$ cat config.mk
export PLATFORM = sky130hd
export DESIGN_NAME = lsr32_seq
export DESIGN_NICKNAME = d
export VERILOG_FILES = /design/src/rtl/lsr32_seq.sv
export SDC_FILE = /design/constraint.sdc
export NUM_CORES = 1
export LEC_CHECK = 0
export ABC_CLOCK_PERIOD_IN_PS = 3050
export BUFFER_PORTS_ARGS = -buffer_cell sky130_fd_sc_hd__buf_2
export CELL_PAD_IN_SITES_DETAIL_PLACEMENT = 1
export CELL_PAD_IN_SITES_GLOBAL_PLACEMENT = 2
export CORE_MARGIN = 2
export CORE_UTILIZATION = 32
export DETAILED_ROUTE_END_ITERATION = 8
export PLACE_DENSITY_LB_ADDON = 0.15
export SLEW_MARGIN = 10
export SYNTH_ARGS = -nofsm -noshare
export SYNTH_HDL_FRONTEND = slang
export SYNTH_SLANG_ARGS = --single-unit
export TNS_END_PERCENT = 30
$ cat constraint.sdc
create_clock -name clk -period 3.05 [get_ports clk]
set_input_delay 0.1525 -clock clk [delete_from_list [all_inputs] [get_ports clk]]
set_output_delay 0.1525 -clock clk [all_outputs]
set_load 0.05 [all_outputs]
$ cat src/rtl/lsr32_seq.sv
// Multi-cycle 32-bit logical/arithmetic right shifter.
// Shifts at most 3 bit positions per cycle and pulses done for one cycle when the result is ready.
module lsr32_seq (
    input  logic        clk,
    input  logic        reset_n,
    input  logic        start,
    input  logic        op,
    input  logic [31:0] d_in,
    input  logic [4:0]  shamt,
    output logic [31:0] d_out,
    output logic        busy,
    output logic        done
);

    typedef enum logic [1:0] {StIdle, StShift, StDone} state_e;

    state_e      state_q, state_d;
    logic [31:0] data_q, data_d;
    logic [4:0]  count_q, count_d;
    logic        op_q, op_d;
    logic [2:0]  step;
    logic [4:0]  remain;
    logic [31:0] lsr_val;
    logic [31:0] asr_val;

    always_ff @(posedge clk) begin
        if (!reset_n) begin
            state_q <= StIdle;
            data_q  <= 32'h0000_0000;
            count_q <= 5'd0;
            op_q    <= 1'b0;
        end else begin
            state_q <= state_d;
            data_q  <= data_d;
            count_q <= count_d;
            op_q    <= op_d;
        end
    end

    always_comb begin
        state_d = state_q;
        data_d  = data_q;
        count_d = count_q;
        op_d    = op_q;
        step    = (count_q >= 5'd3) ? 3'd3 : count_q[2:0];
        remain  = count_q - {2'b00, step};
        lsr_val = data_q >> step;
        // The sign bit stays in place after an arithmetic shift, so it always
        // holds the original operand's bit 31.
        asr_val = $signed(data_q) >>> step;

        unique case (state_q)
            StIdle: begin
                if (start) begin
                    data_d  = d_in;
                    count_d = shamt;
                    op_d    = op;
                    state_d = (shamt != 5'd0) ? StShift : StDone;
                end
            end
            StShift: begin
                data_d  = op_q ? asr_val : lsr_val;
                count_d = remain;
                if (remain == 5'd0) begin
                    state_d = StDone;
                end
            end
            StDone: begin
                state_d = StIdle;
            end
            default: begin
                state_d = StIdle;
            end
        endcase
    end

    assign d_out = data_q;
    assign busy  = (state_q != StIdle);
    assign done  = (state_q == StDone);

endmodule

==> metrics.csv <==
stage;metric;value;unit
timing;report.final.setup_viol;0;
cts;clock_tree_buffer_depth;2;
job;max_cap_violations;0;
timing;finalCriticalPeriod;2.18;ns
setup_path;critical_path_peak_fanout;12;
finish;final_layout_size_suffix_gt1_share;24.8;%
drt;remaining_drc_errors;0;
logic_synthesis;synth_async_sr_flop_share;0;%
power;ir_worst_vdd;261;uV
logic_synthesis;synth-warning-count;0;
finish;fill_cells;1123;
finish;nets;465;
power;leakage;1.38;nW
place;gp_congestion;0.760;
drt;detailroute.via_count;2921;
floorplan;core;8680;um^2
logic_synthesis;netlist-cell-type-count;38;
floorplan;die_outline_area;9660;um^2
setup_path;worstSetupPathType;register to register;
cts;clock_tree.htree_level_count;2;
timing;maximum_clock_skew_at_final_layout;0.00687;ns
floorplan;initial_core_util;32.8;%
finish;antenna_cells_inserted;0;
cts;tritoncts_clock_tree;yes;
finish;area_growth;19.2;%
drt;first_iter_violations;86;
finish;design_area;3390;um^2
logic_synthesis;count_of_state_elements_after_synthesis;40;
cts;cts_hold_buffers;0;
cts;cts.sinks;40;
setup_path;timing.critical_path.from_type;register;
place;placement.cell_area;3270;um^2
drt;detail_route.wirelength;9.18;mm
floorplan;rows;34;
cts;number_of_buffers_created_by_cts;5;
setup_path;cp_data_arrival_time;2.38;ns
grt;grt_start_max_net_pins;57;
timing;rsz_0062_raised_after_global_routing;no;
timing;report.final.slew_viol_count;0;
place;buffers_added_on_ports;74;
floorplan;pin_count;75;
cts;cts.clk_slew.worst_paths;0.08;ns
hold_path;hold_path_depth;3;
floorplan;dieHeight;98.3;um
power;power_per_cell_area;563;nW/um^2
timing;max_slew_margin;50.3;%
timing;final_hold_vios;0;
timing;setup_tns;0;ns
grt;grtUsageTotal;19.4;%
logic_synthesis;yosysTopAreaCell;sky130_fd_sc_hd__dfxtp_1;
grt;antenna_found_initial;0;
timing;achievable-frequency;459;MHz
logic_synthesis;syn-mean-instance-area;7.82;um^2
drt;drt_first_pass_iters;4;
grt;grt_pass1_wl;15.3;mm
cts;post_cts_resize_count;0;
cts;post-cts-setup-buffers;0;
drt;final_antenna_net_count;0;
logic_synthesis;synth_area_leaders;sky130_fd_sc_hd__dfxtp_1, sky130_fd_sc_hd__o21ai_0, sky130_fd_sc_hd__mux2i_1, sky130_fd_sc_hd__nand2b_1, sky130_fd_sc_hd__and3b_1;
logic_synthesis;synthesized_netlist_cell_count;364;
drt;post_drt_via_cell_ratio;5.49;
logic_synthesis;syn_nets;406;
logic_synthesis;postSynth.topFlopCell;sky130_fd_sc_hd__dfxtp_1;
place;place_hpwl;6.46;mm
grt;grt_pass1_vias;2999;
timing;slew_at_the_pin_closest_to_its_max_slew_limit;0.744;ns
cts;root_buffer;sky130_fd_sc_hd__clkbuf_8;
logic_synthesis;synth_top_area_share;28.1;%
setup_path;critPathCaptureType;register;
setup_path;critical_path_required;3.25;ns
logic_synthesis;seq_area_frac_synth;28.1;%
grt;globalRoute.totalOverflow;0;
timing;worst_slack;0.870;ns
place;dp_slack;0.848;ns
setup_path;worst-r2r-cell-count;5;
drt;routedWlPerCell;17.2;um
run_status;run_status;complete, no violations;
cts;worst_skew_pair.late_latency;0.30;ns
power;report.power.total;0.00191;W
floorplan;horizontal_die_dimension;98.3;um
hold_path;min_path_type;primary input to register;
logic_synthesis;synth-edff-count;0;
logic_synthesis;synthesis.area;2850;um^2
timing;final.period_utilization;71.5;%
==> layer usage <==
layer  vias up  GRT usage [%]  wire length (um)
met5         -              0                 0
met4         0           4.32                88
met3         6           3.01               309
met2        49           31.2              4180
met1      1426           27.3              4590
li1       1440              -                 -
==> Yosys cell counts (all sizes together), types with 2 or more instances <==
library cell / n
o211ai: 17
o221a: 2
or2: 2
dfxtp: 40
nand3: 2
and3b: 15
o221ai: 6
a221oi: 7
o2bb2ai: 5
nor3: 5
nor4: 2
buf: 10
nand3b: 2
nand2b: 36
mux2: 9
inv: 5
a21oi: 19
mux2i: 23
nand2: 32
a211oi: 2
o21ai: 48
clkbuf: 21
nor2: 21
nor2b: 16
o22ai: 8
==> path summary, 6_finish.rpt <==
path              start        end  slack [ns]
max          count_q[2]   d_out[1]        0.87
min                  op       op_q         0.1
min reg2reg   d_out[31]  d_out[30]        0.57
max reg2reg  count_q[2]   d_out[1]        0.87
==> registers in the layout, indices dropped and copies added, names as in the netlist <==
register,count
op_q,1
d_out,32
state_q,2
count_q,5
==> cell families after synthesis <==
logic type	share of synthesized area [%]
buf+inv	6.02
mux	11.7
compound gates	26.3
flops	28.1
simple gates	27.4
fa+ha+maj	0.440
==> per-stage QoR <==
step	hold slack [ns]	utilization [%]	std cells
after global routing	0.123	39.1	532
after global placement	0.409	37.6	524
after floorplan	0.296	-	364
final	0.0984	39.1	532
after CTS	0.0902	39.1	532
after detailed placement	0.407	37.6	524
==> cell type report <==
type	instances	area, um^2	share of cell area, %
multi-input combinational	288	1870	55.2
sequential	40	801	23.6
timing repair buffer	83	438	12.9
tap	108	135	3.98
clock buffer	7	96.3	2.84
clock inverter	1	30.0	0.885
inverter	5	18.8	0.553
==> power by group <==
group | internal, W | switching (W) | total [W]
registers | 0.000582 | 0.0000825 | 0.000664
clock network | 0.000289 | 0.000198 | 0.000487
logic | 0.000276 | 0.000481 | 0.000757
total | 0.00115 | 0.000762 | 0.00191
==> cell usage in the layout, fill, tap and decap left out, types with 2 or more instances in the layout <==
| cell | n |
|---|---|
| sky130_fd_sc_hd__mux2i_1 | 23 |
| sky130_fd_sc_hd__o21ai_0 | 48 |
| sky130_fd_sc_hd__nand3_1 | 2 |
| sky130_fd_sc_hd__nand2b_1 | 36 |
| sky130_fd_sc_hd__buf_4 | 9 |
| sky130_fd_sc_hd__a221oi_1 | 7 |
| sky130_fd_sc_hd__clkbuf_8 | 7 |
| sky130_fd_sc_hd__nor3_1 | 5 |
| sky130_fd_sc_hd__buf_2 | 74 |
| sky130_fd_sc_hd__o211ai_1 | 17 |
| sky130_fd_sc_hd__nand3b_1 | 2 |
| sky130_fd_sc_hd__o221ai_1 | 6 |
| sky130_fd_sc_hd__a211oi_1 | 2 |
| sky130_fd_sc_hd__o221a_1 | 2 |
| sky130_fd_sc_hd__or2_2 | 2 |
| sky130_fd_sc_hd__o22ai_1 | 8 |
| sky130_fd_sc_hd__dfxtp_1 | 40 |
| sky130_fd_sc_hd__nor2b_1 | 16 |
| sky130_fd_sc_hd__o2bb2ai_1 | 5 |
| sky130_fd_sc_hd__and3b_1 | 15 |
| sky130_fd_sc_hd__inv_1 | 5 |
| sky130_fd_sc_hd__nor2_1 | 20 |
| sky130_fd_sc_hd__nand2_1 | 32 |
| sky130_fd_sc_hd__mux2_2 | 9 |
| sky130_fd_sc_hd__a21oi_1 | 19 |
==> worst max-delay path, cell delays in order (launching register included) <==
cell	delay, ns
sky130_fd_sc_hd__dfxtp_1	0.42
sky130_fd_sc_hd__nor4_4	0.62
sky130_fd_sc_hd__buf_4	0.36
sky130_fd_sc_hd__mux2i_1	0.32
sky130_fd_sc_hd__o22ai_1	0.12
sky130_fd_sc_hd__o221a_1	0.24
Note: power is estimated with default switching activity, not from simulation.
